## src/rtl/db_pkg.sv

```systemverilog
// Shared definitions for the debounce block: FSM state encodings and a helper
// that classifies qualifying states.
package db_pkg;

    typedef logic [1:0] state_t;

    localparam state_t ST_LO  = 2'd0;
    localparam state_t CHK_HI = 2'd1;
    localparam state_t ST_HI  = 2'd2;
    localparam state_t CHK_LO = 2'd3;

    function automatic logic isCheck(input state_t s);
        return (s == CHK_HI) || (s == CHK_LO);
    endfunction

endpackage

```

## src/rtl/sync2.sv

```systemverilog
// Two-flop synchroniser for a single asynchronous level; resets to 0.
module sync2 (
    input  logic clk,
    input  logic rst_n,
    input  logic d,
    output logic q
);

    logic meta_q;
    logic sync_q;

    always_ff @(posedge clk or negedge rst_n) begin
        if (!rst_n) begin
            meta_q <= 1'b0;
            sync_q <= 1'b0;
        end else begin
            meta_q <= d;
            sync_q <= meta_q;
        end
    end

    assign q = sync_q;

endmodule

```

## src/rtl/debounce.sv

```systemverilog
// Debouncer: a new synchronised level must persist for DB_CYCLES consecutive
// samples before dout follows it; busy flags an in-progress qualification.
module debounce
    import db_pkg::*;
#(
    parameter int DB_CYCLES = 16
) (
    input  logic clk,
    input  logic rst_n,
    input  logic din,
    output logic dout,
    output logic busy
);

    localparam int CW = $clog2(DB_CYCLES);
    localparam logic [CW-1:0] CNT_MAX = CW'(DB_CYCLES - 1);
    localparam logic [CW-1:0] CNT_ONE = CW'(1);

    logic          sync;
    state_t        state_q, state_d;
    logic [CW-1:0] cnt_q, cnt_d;
    logic          dout_q, dout_d;
    logic          busy_q, busy_d;

    sync2 u_sync2 (
        .clk  (clk),
        .rst_n(rst_n),
        .d    (din),
        .q    (sync)
    );

    always_ff @(posedge clk or negedge rst_n) begin
        if (!rst_n) begin
            state_q <= ST_LO;
            cnt_q   <= '0;
            dout_q  <= 1'b0;
            busy_q  <= 1'b0;
        end else begin
            state_q <= state_d;
            cnt_q   <= cnt_d;
            dout_q  <= dout_d;
            busy_q  <= busy_d;
        end
    end

    // An opposite sample in a CHK state aborts and clears the count, so
    // partial qualifications never accumulate.
    always_comb begin
        state_d = state_q;
        cnt_d   = cnt_q;
        case (state_q)
            ST_LO: begin
                if (sync) begin
                    state_d = CHK_HI;
                    cnt_d   = CNT_ONE;
                end
            end
            CHK_HI: begin
                if (!sync) begin
                    state_d = ST_LO;
                    cnt_d   = '0;
                end else if (cnt_q == CNT_MAX) begin
                    state_d = ST_HI;
                    cnt_d   = '0;
                end else begin
                    cnt_d = cnt_q + 1'b1;
                end
            end
            ST_HI: begin
                if (!sync) begin
                    state_d = CHK_LO;
                    cnt_d   = CNT_ONE;
                end
            end
            CHK_LO: begin
                if (sync) begin
                    state_d = ST_HI;
                    cnt_d   = '0;
                end else if (cnt_q == CNT_MAX) begin
                    state_d = ST_LO;
                    cnt_d   = '0;
                end else begin
                    cnt_d = cnt_q + 1'b1;
                end
            end
            default: begin
                state_d = ST_LO;
                cnt_d   = '0;
            end
        endcase
    end

    // Outputs are decoded from the next state so the flops track state_q exactly.
    always_comb begin
        dout_d = (state_d == ST_HI) || (state_d == CHK_LO);
        busy_d = isCheck(state_d);
    end

    assign dout = dout_q;
    assign busy = busy_q;

endmodule

```

## config.mk

```make
export PLATFORM = sky130hd
export DESIGN_NAME = debounce
export DESIGN_NICKNAME = d
export VERILOG_FILES = /design/src/rtl/db_pkg.sv /design/src/rtl/sync2.sv /design/src/rtl/debounce.sv
export SDC_FILE = /design/constraint.sdc
export NUM_CORES = 1
export LEC_CHECK = 0
export ABC_CLOCK_PERIOD_IN_PS = 3400
export BUFFER_PORTS_ARGS = -buffer_cell sky130_fd_sc_hd__buf_2
export CAP_MARGIN = 5
export CORE_AREA = 2 2 39 41
export CTS_BUF_LIST = sky130_fd_sc_hd__clkbuf_8 sky130_fd_sc_hd__clkbuf_16
export DETAILED_ROUTE_END_ITERATION = 10
export DIE_AREA = 0 0 41 43
export GPL_TIMING_DRIVEN = 0
export PLACE_DENSITY = 0.46
export SYNTH_ARGS = -nofsm -noshare
export SYNTH_HDL_FRONTEND = slang
export SYNTH_SLANG_ARGS = --single-unit
```

## constraint.sdc

```tcl
create_clock -name clk -period 3.4 [get_ports clk]
set_clock_uncertainty 0.15 [all_clocks]
set_input_delay 0.51 -clock clk [delete_from_list [all_inputs] [get_ports clk]]
set_output_delay 0.51 -clock clk [all_outputs]
set_load 0.03 [all_outputs]
```

==> impl_results.md, run 1 <==
* Status: finished, final reports clean
* Area leader, netlist: dfrtp_1
* Clock-pin slew on the worst setup and hold paths at 40 ps
* CTS Buffer Depth at 2
* F_max at 670.3 MHz
* Post-DRT Antenna Nets at 0
* Seq cells post-synth at 9
* Synth cell types at 18
* DP Cell Count at 54
* Gr usage total at 10.26%
* Drt drc at 0
* Die area at 1763 µm²
* CP Buf/Inv Count at 1
* Gr ovfl total at 0
* Gp weighted congestion at 0.7007
* Drt pass-1 iters at 2
* Vias at 268
* WP data required at 2740 ps
* Largest net degree at the start of global routing at 10
* Clock Latency Late Sink at 230 ps
* VDD IR max at 233.9 µV
* Via density at 4.542
* Unrepaired setup endpoints after global routing: false
* Sequential share of the synthesized area at 58.06%
* Antenna violations before repair at 0
* CP Data Arrival Time at 830 ps
* Total nets after synthesis at 38
* Hold_sp: u_sync2.meta_q
* N_diodes at 0
* Static leakage at 0.2281 nW
* R2R Path Start: cnt_q[0]
* Row cnt at 14
* Post-CTS setup buffers at 0
* Max_slew headroom at 74.99%
* Fin cells at 59
* Synth-to-layout area growth at 24.52%
* Drt initial violations at 1
* DR WL/cell at 10.97 µm
* Worst path slowest cell: dfrtp_1
* I/O Pins at 5
* TritonCTS clock tree: built
* Share of the synthesized area in the top cell type at 58.06%
* Slowest stage delay, CP at 390 ps
* Setup Crit Path Kind: flip-flop to primary output
* Crit. Startpoint: state_q[1]
* CTS sink cnt at 9
* Power Total at 0.2589 mW
* Final nets at 48
* H-Tree Depth at 1
* Cell area after synthesis at 387.9 µm²
* Design area at 483.0 µm²
* Final period util at 43.88%
* Final setup viols at 0
* Measured slew at the worst slew-check pin at 373.8 ps
* Placed inst area at 427.9 µm²
* Worst hold path type: flip-flop to flip-flop
* Synth warn at 0
* TNS Setup at 0 ps
* Worst path cell trace: buf_2
* CTS Buf Count at 3
* Critical path launch point type: flip-flop
* Delay-heaviest family, CP: flip-flops
* Syn_area_per_cell at 11.41 µm²
* Root Driver: clkbuf_8
* Die height at 43 µm
* PortBufs at 4
* HPWL Detailed at 501.3 µm
* Initial Util at 28.03%
* CTS Hold Buffers Added at 1
* Die span in x at 41 µm
* Max-Cap Viols at 0
* Synth Instances at 34
* CP max FO at 4
* Routed wire length at 647 µm
* FILL cells at 146
* First-pass GRT wire length at 1152 µm
* CP endpoint kind: primary output
* Min Tclk post-route at 1492 ps
* Core ar. at 1384 µm²
* Power Dens Cells at 536.0 nW/µm²
* Pins Over Slew Limit at 0
* Fin. Hold Viols at 0
* Ranking of synthesized cells by area: dfrtp_1 58%, nand2_1 4.8%, xor2_1 4.5%
* Vias in the first global route at 256
* CTS resizes at 0
* Ratio of cells with drive above 1 in the final layout at 23.26%
==> cells in the mapped netlist <==
cell and count:
nand4_1 1, a31o_2 1, a311oi_1 1, a21oi_1 1, ha_1 1, xnor2_1 1, and2_1 2, xor2_1 2
dfrtp_1 9, o21ai_0 2, mux2_2 1, nor2_1 1, and4b_1 1, nand3_1 2, inv_1 1, nand2_1 5
and2b_2 1, o22ai_1 1
==> cell type report <==
class	count	area (µm²)	share of cell area, %
sequential	9	225.2	46.63
timing repair buffer	5	30.03	6.218
multi-input combinational	24	158.9	32.90
clock inverter	1	3.754	0.7772
tap	16	20.02	4.145
clock buffer	3	41.29	8.549
inverter	1	3.754	0.7772
==> logic make-up after synthesis <==
family | count (synthesis) | synth area share (%)
multiplexers | 1 | 2.903
buffers and inverters | 1 | 0.9668
adder cells (fa/ha/maj) | 1 | 3.225
flip-flops | 9 | 58.07
XOR/XNOR | 3 | 6.775
AO/OA/AOI/OAI | 6 | 10.00
AND/OR/NAND/NOR | 13 | 18.07
==> flip-flops by register name, indices dropped and copies added, names as in the netlist <==
register        cells
busy                1
cnt_q               4
state_q             2
u_sync2.meta_q      1
u_sync2.q           1
==> power breakdown <==
part	switching, mW	total [mW]	leakage, nW	internal (mW)
clock network	0.0380	0.116	0.0269	0.0783
logic	0.0115	0.0215	0.0883	0.0100
registers	0.00703	0.121	0.113	0.114
total	0.0565	0.259	0.228	0.202
==> per-layer routing <==
metal	vias to the layer above	routed length [µm]	GRT usage (%)
met4	0	0	4.000
met1	123	324	13.71
met5	-	0	0
met3	0	25	4.712
li1	141	-	-
met2	4	297	14.06
==> worst paths after layout <==
check	slack, ps	cells past startpoint	to
worst max-delay path	1910	1	dout
worst min-delay path	200	0	u_sync2.q
worst max register to register	1990	3	state_q[1]
worst min register to register	200	0	u_sync2.q
max in group asynchronous	2410	2	busy
min in group asynchronous	510	2	cnt_q[3]
==> through the flow <==
step	utilization, %	hold WS, ps	worst slack, ps
2_1_floorplan	-	64.41	2063
3_3_place_gp	30.92	191.9	1990
3_5_place_dp	30.92	190.3	1985
4_1_cts	34.90	201.2	1895
5_1_grt	34.90	203.3	1846
6_report	34.90	198.6	1908
==> layout by cell type, fill, tap and decap left out <==
cell,instances
and4b_1,1
xor2_1,2
inv_1,2
and2_1,2
o22ai_1,1
clkbuf_8,3
mux2_2,1
nor2_1,1
nand2_1,5
a31o_2,1
dlygate4sd3_1,1
nand3_1,2
a311oi_1,1
a21oi_1,1
and2b_2,1
o21ai_0,2
ha_1,1
buf_2,4
nand4_1,1
xnor2_1,1
dfrtp_1,9
No activity file was read; power rests on OpenSTA's default activity.
==> run 2: changes to the inputs <==
--- a/config.mk
+++ b/config.mk
@@ -5,7 +5,7 @@
 export SDC_FILE = /design/constraint.sdc
 export NUM_CORES = 1
 export LEC_CHECK = 0
-export ABC_CLOCK_PERIOD_IN_PS = 3400
+export ABC_CLOCK_PERIOD_IN_PS = 1400
 export BUFFER_PORTS_ARGS = -buffer_cell sky130_fd_sc_hd__buf_2
 export CAP_MARGIN = 5
 export CORE_AREA = 2 2 39 41
==> constraint.sdc (replaced) <==
create_clock -name clk -period 1.4 [get_ports clk]
set_clock_uncertainty 0.15 [all_clocks]
set_input_delay 0.21 -clock clk [delete_from_list [all_inputs] [get_ports clk]]
set_output_delay 0.21 -clock clk [all_outputs]
set_load 0.03 [all_outputs]
==> run 2 against run 1 <==
Wire length increased by 2.8%. Critical path depth rose by 2. Register-to-register slack got worse by 1900 ps. Largest power group unchanged. Final cell count grew 3.4%. Non-clock buffer count rose by 2. Clock power up 140%. Sequential power is 150% higher. Count of clock-buffer cells in the layout is the same. Combinational power rose to 3.1 times the previous value. Highest routed layer unchanged. Hold slack barely moved. Die area stayed put.
==> impl_results.md, run 2 (synthesized netlist as in run 1, its figures left out) <==
* Worst hold stages at 0 (unchanged)
* CTS Buf Count at 3 (unchanged)
* Critical path launch point type: flip-flop (unchanged)
* Top routing layer used: met3 (unchanged)
* Initial Util at 28.03% (unchanged)
* Sw Pwr at 0.1428 mW (was 0.05645 mW)
* Die area at 1763 µm² (unchanged)
* Max-Cap Viols at 0 (unchanged)
* Largest register by flop count: cnt_q (unchanged)
* Slowest stage delay, CP at 420 ps (was 390 ps)
* Min Tclk post-route at 1329 ps
* Routed length on met1 at 332 µm (was 324 µm)
* Measured slew at the worst slew-check pin at 373.8 ps (about the same)
* Power Dens Cells at 1260 nW/µm² (was 536.0 nW/µm²)
* Min Hold Slack at 198.6 ps (about the same)
* Post-layout util at 37.07% (was 34.90%)
* Comb pwr share at 10.4% (was 8.3%)
* Clock power frac at 43.7% (was 44.9%)
* Pins Over Slew Limit at 0 (unchanged)
* F_max at 752.5 MHz
* Drt pass-1 iters at 2 (unchanged)
* Row cnt at 14 (unchanged)
* First-pass GRT wire length at 1179 µm (was 1152 µm)
* Vias in the first global route at 268 (was 256)
* CP Buf/Inv Count at 0 (was 1)
* Gr usage total at 10.47% (was 10.26%)
* Max FFs per register at 4 (unchanged)
* Commonest non-fill, non-tap cells in the layout: 9 x dfrtp_1, 5 x nand2_1, 4 x buf_2, 3 x clkbuf_8 (unchanged)
* Delay-heaviest family, CP: flip-flops (unchanged)
* Most common cell after layout, fill and taps aside: dfrtp_1 (unchanged)
* Worst hold path type: flip-flop to flip-flop (unchanged)
* Unrepaired setup endpoints after global routing: false (unchanged)
* Antenna violations before repair at 0 (unchanged)
* Worst path cell trace: ha_4 -> nand4_1 -> mux2_2 (was buf_2)
* I/O Pins at 5 (unchanged)
* DR WL/cell at 10.90 µm (was 10.97 µm)
* PortBufs at 4 (unchanged)
* Clock Latency Late Sink at 230 ps (about the same)
* Final nets at 50 (was 48)
* Clock-pin slew on the worst setup and hold paths at 40 ps (about the same)
* Root Driver: clkbuf_8 (unchanged)
* CTS Buffer Depth at 2 (unchanged)
* P_int at 0.5034 mW (was 0.2024 mW)
* WL met2 at 307 µm (was 297 µm)
* Core ar. at 1384 µm² (unchanged)
* Final period util at 94.93%
* Setup Crit Path Kind: flip-flop to flip-flop (was flip-flop to primary output)
* Share of power burned in registers at 46.0% (was 46.8%)
* VDD IR max at 569.1 µV (was 233.9 µV)
* TritonCTS clock tree: built (unchanged)
* CP Data Arrival Time at 1290 ps (was 830 ps)
* Top flop regs: cnt_q x4, state_q x2 (unchanged)
* Via density at 4.525 (was 4.542)
* Synth-to-layout area growth at 32.26% (was 24.52%)
* Die height at 43 µm (unchanged)
* Worst path slowest cell: dfrtp_1 (unchanged)
* N_diodes at 0 (unchanged)
* Gp weighted congestion at 0.7007 (unchanged)
* Largest net degree at the start of global routing at 10 (unchanged)
* Ratio of cells with drive above 1 in the final layout at 26.67% (was 23.26%)
* Die span in x at 41 µm (unchanged)
* Post-DRT Antenna Nets at 0 (unchanged)
* Max_slew headroom at 74.99% (about the same)
* Final setup viols at 0 (unchanged)
* H-Tree Depth at 1 (unchanged)
* Gr ovfl total at 0 (unchanged)
* Fin. Hold Viols at 0 (unchanged)
* CP max FO at 4 (unchanged)
* HPWL Detailed at 501.3 µm (unchanged)
* Drt initial violations at 1 (unchanged)
* Worst R2R Path Depth at 3 (unchanged)
* Switching Share at 22.10% (was 21.81%)
* Static leakage at 0.2366 nW (was 0.2281 nW)
* WP data required at 1360 ps (was 2740 ps)
* Drt drc at 0 (unchanged)
* Routed wl met3 at 25 µm (unchanged)
* Vias at 276 (was 268)
* Crit path depth at 3 (was 1)
* Status: finished, final reports clean (unchanged)
* CTS sink cnt at 9 (unchanged)
* FILL cells at 141 (was 146)
* CP endpoint kind: flip-flop (was primary output)
* Routed wire length at 665 µm (was 647 µm)
## run 2: cell type report
class,count,area (µm²),area share [%]
Sequential cell,9,225.2,43.90
Multi-Input combinational cell,24,171.4,33.41
Timing Repair Buffer,7,47.55,9.268
Clock buffer,3,41.29,8.049
Tap cell,16,20.02,3.902
Clock inverter,1,3.754,0.7317
Inverter,1,3.754,0.7317
## run 2: worst reg2reg max path, cell delays in order, from the launching register on
cell,delay (ps)
dfrtp_1,420
ha_4,200
nand4_1,110
mux2_2,340
## run 2: worst paths after layout
path / start / to / slack (ps)
min reg2reg: u_sync2.meta_q / u_sync2.q / 200
min: u_sync2.meta_q / u_sync2.q / 200
min in group asynchronous: rst_n / cnt_q[3] / 210
max: cnt_q[0] / state_q[1] / 70
max reg2reg: cnt_q[0] / state_q[1] / 70
max in group asynchronous: rst_n / busy / 710
## run 2: power by group through the flow
stage / clock (mW) / sequential (mW) / combinational [mW]
3_3_place_gp: 0 / 0.297 / 0.0489
2_1_floorplan: 0 / 0.297 / 0.0323
6_report: 0.282 / 0.297 / 0.0669
4_1_cts: 0.297 / 0.295 / 0.0569
3_5_place_dp: 0 / 0.298 / 0.0511
5_1_grt: 0.312 / 0.300 / 0.0764
## run 2: routing by layer
layer  track usage, %  vias to the layer above
met1            13.71                      129
li1                 -                      143
met2            14.69                        4
met5                0                        -
met4            4.000                        0
met3            4.712                        0
## run 2: what timing repair did
| item | in CTS | in global routing |
|---|---|---|
| hold buffers | 2 | 0 |
| gates cloned | 0 | 0 |
| pin swaps | 0 | 0 |
| setup buffers | 0 | 1 |
| setup endpoints to repair | 1 | 2 |
| hold endpoints to repair | 10 | 0 |
| resized for setup | 1 | 1 |
## run 2: stage by stage
stage / worst slack [ps] / cell area (µm²) / TNS, ps / instances / power, mW
4_1_cts: 36.35 / 495.5 / 0 / 60 / 0.6488
3_3_place_gp: -10.23 / 427.9 / -10.23 / 54 / 0.3463
3_5_place_dp: -15.03 / 427.9 / -15.03 / 54 / 0.3494
5_1_grt: 5.039 / 513.0 / 0 / 61 / 0.6879
6_report: 71.02 / 513.0 / 0 / 61 / 0.6462
2_1_floorplan: 62.79 / 387.9 / 0 / 34 / 0.3296
